==> src/rtl/key_capture_avs.sv <==
// key_capture_avs: debounced pushbutton capture with Avalon-MM registers and interrupt
module key_capture_avs #(
    parameter int WIDTH           = 4,
    parameter int DEBOUNCE_CYCLES = 50000,
    parameter int CNT_W           = 16
) (
    input  logic             clk,
    input  logic             reset,
    input  logic [WIDTH-1:0] key_n,
    input  logic [1:0]       avs_address,
    input  logic             avs_read,
    input  logic             avs_write,
    input  logic [31:0]      avs_writedata,
    output logic [31:0]      avs_readdata,
    output logic             irq
);
    logic [WIDTH-1:0] sync1, sync2, pressed, stable, differ, done, press, irqmask, edgecap, w1c;
    logic [CNT_W-1:0] cnt [WIDTH];
    logic [15:0]      evcount;
    logic [31:0]      rdata;
    logic             unused;
    assign unused  = ^avs_writedata[31:WIDTH];
    assign pressed = ~sync2;
    assign press   = done & pressed;
    assign w1c     = (avs_write && avs_address == 2'd2) ? avs_writedata[WIDTH-1:0] : '0;
    // per-key mismatch and terminal-count detection
    always_comb begin
        for (int i = 0; i < WIDTH; i++) begin
            differ[i] = pressed[i] ^ stable[i];
            done[i]   = differ[i] && cnt[i] == CNT_W'(DEBOUNCE_CYCLES - 1);
        end
    end
    // read mux; unused bits are zero
    always_comb begin
        rdata = avs_address == 2'd0 ? 32'(stable) :
                avs_address == 2'd1 ? 32'(irqmask) :
                avs_address == 2'd2 ? 32'(edgecap) : 32'(evcount);
    end
    // two-flop synchronizer; idle keys are high on key_n
    always_ff @(posedge clk or posedge reset) begin
        if (reset) begin
            sync1 <= '1;
            sync2 <= '1;
        end else begin
            sync1 <= key_n;
            sync2 <= sync1;
        end
    end
    // independent debounce per key: stable follows after DEBOUNCE_CYCLES of disagreement
    always_ff @(posedge clk or posedge reset) begin
        if (reset) begin
            stable <= '0;
            for (int i = 0; i < WIDTH; i++) cnt[i] <= '0;
        end else begin
            for (int i = 0; i < WIDTH; i++) begin
                cnt[i] <= (differ[i] && !done[i]) ? cnt[i] + CNT_W'(1) : '0;
                if (done[i]) stable[i] <= pressed[i];
            end
        end
    end
    // register file: press set beats W1C, EVCOUNT saturates and restarts at 1 on a coincident press
    always_ff @(posedge clk or posedge reset) begin
        if (reset) begin
            irqmask <= '0;
            edgecap <= '0;
            evcount <= '0;
        end else begin
            if (avs_write && avs_address == 2'd1) irqmask <= avs_writedata[WIDTH-1:0];
            edgecap <= (edgecap & ~w1c) | press;
            if (avs_write && avs_address == 2'd3) evcount <= |press ? 16'd1 : 16'd0;
            else if (|press && evcount != 16'hFFFF) evcount <= evcount + 16'd1;
        end
    end
    // latency-1 read data held between reads, registered interrupt
    always_ff @(posedge clk or posedge reset) begin
        if (reset) begin
            avs_readdata <= '0;
            irq          <= 1'b0;
        end else begin
            if (avs_read) avs_readdata <= rdata;
            irq <= |(edgecap & irqmask);
        end
    end
endmodule

==> config.mk <==
export PLATFORM = sky130hd
export DESIGN_NAME = key_capture_avs
export DESIGN_NICKNAME = d
export VERILOG_FILES = /design/src/rtl/key_capture_avs.sv
export SDC_FILE = /design/constraint.sdc
export NUM_CORES = 1
export LEC_CHECK = 0
export CAP_MARGIN = 20
export CORE_MARGIN = 1
export CORE_UTILIZATION = 48
export CTS_BUF_LIST = sky130_fd_sc_hd__clkbuf_8 sky130_fd_sc_hd__clkbuf_16
export CTS_CLUSTER_DIAMETER = 120
export CTS_CLUSTER_SIZE = 25
export DETAILED_ROUTE_END_ITERATION = 8
export HOLD_SLACK_MARGIN = 0.05
export PLACE_DENSITY = 0.71
export SYNTH_ARGS = -nofsm -noshare
export SYNTH_HDL_FRONTEND = slang
export SYNTH_SLANG_ARGS = --single-unit
==> constraint.sdc <==
create_clock -name clk -period 4.45 [get_ports clk]
set_input_delay 0.445 -clock clk [delete_from_list [all_inputs] [get_ports clk]]
set_output_delay 0.445 -clock clk [all_outputs]
set_load 0.02 [all_outputs]
==> flow_summary.yaml, run 1 <==
outcome:
  outcome: "completed"
setup_path:
  cp.required_ps: 4770
  end_kind: "register"
  cp_data_arrival_time_ps: 2830
  startpoint_type: "register"
  crit_fanout: 12
  worstSetupPathType: "register to register"
  r2r_setup_slack_ps: 1940
logic_synthesis:
  synth_area_per_cell_um2: 10.4
  ys.flop_type: "dfrtp_1"
  seq_area_frac_synth: 0.525
  yosys_warnings: 0
  netlist_instances: 540
  postSynth.asyncResetShare: 1.00
  ys_types: 45
  syn_area_um2: 5590
  synth-seq-cells: 117
  synth_edf_count: 0
global_route:
  grt_usage: 0.193
  gr-total-overflow: 0
  grt_max_degree: 74
  grt_pass1_wl_mm: 17.5
  first_global_vias: 3721
  antenna_found_initial: 0
cells_and_area:
  areaGrowthSynthToFinish_pct: 18.2
  mostFrequentLayoutCell: "dfrtp_1"
  fillers: 953
  layout-drive-gt1-share: 0.119
  mostFrequentLayoutCells: "109 x dfrtp_1, 73 x nor2_1, 59 x nand2_1"
  final_nets: 624
  diodes: 0
  fin_util: 0.581
clock_network:
  cts_tree: "built"
  clk-insertion-delay-late_ps: 410
  cts_made_buffers: 17
  cts_hold_buf: 0
  cts_resized: 0
  cts_setup_buffers: 0
  cts.sinks: 117
  cts_root_buf: "clkbuf_16"
  cts_htree_levels: 4
  clkTransAtPathRegs_ps: 50
  cts_buffer_depth: 2
timing:
  fmax_ghz: 0.399
  timing.final.ws_setup_ps: 1940
  tightest_slew_ps: 873
  finalSetupTns_ps: 0
  max_slew_margin: 0.418
  final_max_slew_viol_count: 0
  finalSetupViolCount: 0
  period_needed_ps: 2510
  fin_skew_ps: 9.85
  rsz0062_at_grt: "no"
  finalHoldViolations: 0
  holdWs_ps: 351
  finalCritPeriodShare: 0.563
detailed_routing:
  drt_iter0_drc: 196
  viasPerCell: 5.32
  drt_wl_total_mm: 10.2
  vias: 3898
  ant_nets: 0
  drc: 0
  wl_per_cell_um: 13.9
  drtPass1Iterations: 4
power:
  ir_drop_uv: 268
  power_density_nw_per_um2: 412
  power_mw: 2.72
  p_leak_nw: 2.85
die:
  ios: 75
  fp-row-count: 39
  core-area_um2: 11400
  initial_utilization: 0.492
  dieArea_um2: 12100
  die_w_um: 110
  die_y_um: 110
placed_design:
  pre_cts_ws_ps: 1970
  dpl.hpwl_mm: 6.88
  gp_congestion: 0.784
  numPortBuffers: 30
flow_run:
  maxCapViolCount: 0
worst_hold_path:
  hp-class: "register to register"
==> worst paths after layout <==
check / from / end / depth (start not counted)
worst max-delay path: cnt[16] / evcount[13] / 7
worst min-delay path: sync1[3] / sync2[3] / 0
worst max register to register: cnt[16] / evcount[13] / 7
worst min register to register: sync1[3] / sync2[3] / 0
max in group asynchronous: reset / cnt[39] / 3
min in group asynchronous: reset / cnt[56] / 2
==> cell usage after synthesis (2+ instances only) <==
cell | count | area [µm²]
a21oi_1 | 14 | 70.1
a22oi_1 | 2 | 15.0
a31oi_1 | 3 | 18.8
and2_1 | 5 | 31.3
and3_1 | 16 | 100
and3_2 | 2 | 15.0
and3b_1 | 2 | 17.5
and4_1 | 5 | 43.8
and4bb_1 | 2 | 25.0
and4bb_2 | 2 | 25.0
buf_4 | 16 | 120
buf_6 | 2 | 22.5
clkbuf_1 | 11 | 41.3
dfrtp_1 | 109 | 2730
dfstp_2 | 8 | 210
ha_1 | 5 | 62.6
inv_1 | 18 | 67.6
mux2_2 | 8 | 90.1
mux4_2 | 4 | 90.1
nand2_1 | 59 | 221
nand3_1 | 20 | 100
nand4_1 | 19 | 119
nor2_1 | 73 | 274
nor2b_1 | 3 | 18.8
nor3_1 | 2 | 10.0
nor4_1 | 2 | 12.5
nor4b_2 | 3 | 45.0
nor4bb_1 | 2 | 20.0
o211ai_2 | 2 | 25.0
o21ai_0 | 34 | 170
o31ai_1 | 3 | 22.5
o32ai_4 | 2 | 55.1
or2_2 | 3 | 18.8
or3_1 | 13 | 81.3
xnor2_1 | 28 | 245
xor2_1 | 29 | 254
==> critical path, cell delays in order, from the launching register on <==
cell      delay, ps
dfrtp_1         380
ha_1            210
and4_1          240
nand4_1         310
o32ai_4         290
o211ai_2        260
or4_1           540
a21oi_1         180
==> final cells by class <==
class | count | area (µm²) | area share
Clock buffer | 20 | 467 | 0.0706
Clock inverter | 12 | 184 | 0.0278
Inverter | 18 | 70.1 | 0.0106
Multi-Input combinational cell | 391 | 2460 | 0.372
Sequential cell | 117 | 2940 | 0.444
Tap cell | 143 | 179 | 0.0271
Timing Repair Buffer | 32 | 315 | 0.0477
==> power breakdown <==
| part | total (mW) | leakage, nW | internal, mW | switching [mW] |
|---|---|---|---|---|
| clock | 1.48 | 0.330 | 1.03 | 0.451 |
| combinational | 0.126 | 0.939 | 0.0494 | 0.0770 |
| sequential | 1.12 | 1.59 | 1.10 | 0.0215 |
| total | 2.72 | 2.85 | 2.17 | 0.549 |
==> registers in the layout, summed over array words and instances, names as in the netlist, 4 cells and up <==
register and cells:
stable 4, sync1 4, evcount 16, irqmask 4, edgecap 4, avs_readdata 16
cnt 64, sync2 4
==> cells by family after synthesis <==
logic type / synth area share
fa+ha+maj: 0.0112
flops: 0.525
xor+xnor: 0.0893
mux: 0.0340
buf+inv: 0.0450
compound gates: 0.0674
other cells: 0.000671
simple gates: 0.227
==> per-layer routing <==
metal,GRT usage,up-vias,share of wire
met3,0.0504,14,0.032
met4,0.0838,0,0.013
met2,0.300,61,0.49
met1,0.255,1924,0.46
li1,-,1899,-
met5,0,-,0
==> metrics by stage <==
stage	instances	instance area, µm²
6_report	733	6610
5_1_grt	733	6610
4_1_cts	733	6610
3_5_place_dp	701	5960
3_3_place_gp	701	5960
2_1_floorplan	555	5650
No activity file was read; power rests on OpenSTA's default activity.
==> run 2: changes to the inputs <==
==> constraint.sdc (replaced) <==
create_clock -name clk -period 2.6 [get_ports clk]
set_input_delay 0.26 -clock clk [delete_from_list [all_inputs] [get_ports clk]]
set_output_delay 0.26 -clock clk [all_outputs]
set_load 0.02 [all_outputs]
==> flow_summary.yaml, run 2 (same netlist as run 1, synthesis figures left out) <==
setup_path:
  cp.required_ps: 2930
  crit_fanout: 13
  startpoint_type: "register"
  cp_data_arrival_time_ps: 2730
  worstSetupPathType: "register to register"
  end_kind: "register"
global_route:
  grt_pass1_wl_mm: 18.0
  first_global_vias: 3777
  grt_usage: 0.198
  grt_max_degree: 55
  antenna_found_initial: 0
  gr-total-overflow: 0
power:
  p_clk_frac: 0.549
  p_sw_mw: 1.03
  power_density_nw_per_um2: 707
  p_seq_frac: 0.404
  p_int_mw: 3.70
  p_comb_frac: 0.047
  p_leak_nw: 2.87
  switching_share: 0.218
  ir_drop_uv: 550
cells_and_area:
  stdcell_area_um2: 6690
  largest_register_ffs: 64
  layout-drive-gt1-share: 0.130
  diodes: 0
  final_nets: 628
  top_regs: "cnt (64), avs_readdata (16), evcount (16)"
  fillers: 913
  mostFrequentLayoutCells: "109 x dfrtp_1, 73 x nor2_1, 59 x nand2_1"
  stdcell_count: 737
  fin_util: 0.588
  areaGrowthSynthToFinish_pct: 19.6
  top_register: "cnt"
  mostFrequentLayoutCell: "dfrtp_1"
clock_network:
  cts.sinks: 117
  cts_root_buf: "clkbuf_16"
  cts_buffer_depth: 2
  cts_made_buffers: 17
  cts_htree_levels: 4
  clk-insertion-delay-late_ps: 420
  cts_tree: "built"
  clkTransAtPathRegs_ps: 60
timing:
  finalSetupViolCount: 0
  period_needed_ps: 2400
  finalSetupTns_ps: 0
  max_slew_margin: 0.588
  finalCritPeriodShare: 0.924
  final_max_slew_viol_count: 0
  finalHoldViolations: 0
  rsz0062_at_grt: "no"
  tightest_slew_ps: 618
  fmax_ghz: 0.416
  fin_skew_ps: 8.47
detailed_routing:
  drt_wl_total_mm: 10.8
  drtPass1Iterations: 4
  drt_iter0_drc: 153
  wl_per_cell_um: 14.6
  viasPerCell: 5.33
  vias: 3927
  ant_nets: 0
  drc: 0
die:
  ios: 75
  core-area_um2: 11400
  die_w_um: 110
  initial_utilization: 0.492
  dieArea_um2: 12100
  fp-row-count: 39
  die_y_um: 110
placed_design:
  dpl.hpwl_mm: 6.95
  numPortBuffers: 30
  gp_congestion: 0.802
  placedCellCount: 704
  dpl-instance-area_um2: 6010
outcome:
  outcome: "completed"
worst_hold_path:
  hp-class: "input pin to asynchronous set/reset pin"
flow_run:
  maxCapViolCount: 0
run 2: layout make-up:
cell class              count  area, µm²  share of cell area
multi-input cells         391       2470               0.369
repair buffers             36        370              0.0554
inverters                  18       71.3              0.0107
flip-flops and latches    117       2940               0.439
clock inverters            14        221              0.0331
well taps                 143        179              0.0268
clock buffers              18        439              0.0657
run 2: path summary, 6_finish.rpt:
kind                               start          end  slack [ps]  depth (start not counted)
min in group clk                key_n[0]     sync1[0]         250                          1
max in group asynchronous          reset     sync2[3]        1760                          3
worst min-delay path               reset      cnt[38]         220                          2
worst max register to register   cnt[48]  evcount[10]         200                          7
worst min register to register  sync1[1]     sync2[1]         360                          0
worst max-delay path             cnt[48]  evcount[10]         200                          7
run 2: timing repair:
item                                    4_1_cts  5_1_grt
hold buffers                                  0        0
resized for setup                             0        1
endpoints found under the hold margin         0        0
endpoints found under the setup margin        0        1
setup buffers                                 0        1
run 2: per-layer routing:
layer,up-vias,share of wire,routed length (µm),track usage
met2,87,0.50,5340,0.314
met5,-,0,0,0
met1,1912,0.45,4860,0.255
li1,1917,-,-,-
met4,0,0.013,139,0.0695
met3,11,0.038,414,0.0640
run 2: power by group through the flow:
stage | Combinational [mW] | Sequential [mW] | Clock, mW
2_1_floorplan | 0.154 | 1.94 | 0
3_3_place_gp | 0.222 | 1.94 | 0
3_5_place_dp | 0.226 | 1.94 | 0
4_1_cts | 0.230 | 1.91 | 2.63
5_1_grt | 0.252 | 1.92 | 2.72
6_report | 0.225 | 1.91 | 2.60
run 2: critical path: stages (launching register included):
cell      delay, ps
dfrtp_1         360
ha_1            250
and3_1          250
nand4_2         240
o32ai_4         390
o211ai_2        280
or3_1           410
a21oi_1         150
run 2: per-stage QoR:
step	total power [mW]	hold slack [ps]	worst slack (ps)
6_report	4.73	224	199
3_3_place_gp	2.16	346	241
5_1_grt	4.88	231	51.5
2_1_floorplan	2.10	264	567
4_1_cts	4.77	235	127
3_5_place_dp	2.17	352	149
==> run 3: changes to the inputs <==
--- a/config.mk
+++ b/config.mk
@@ -5,6 +5,7 @@
 export SDC_FILE = /design/constraint.sdc
 export NUM_CORES = 1
 export LEC_CHECK = 0
+export ABC_CLOCK_PERIOD_IN_PS = 2600
 export CAP_MARGIN = 20
 export CORE_MARGIN = 1
 export CORE_UTILIZATION = 48
==> results of run 3 <==
The final DEF is identical to that of run 2; final timing and power are the same.
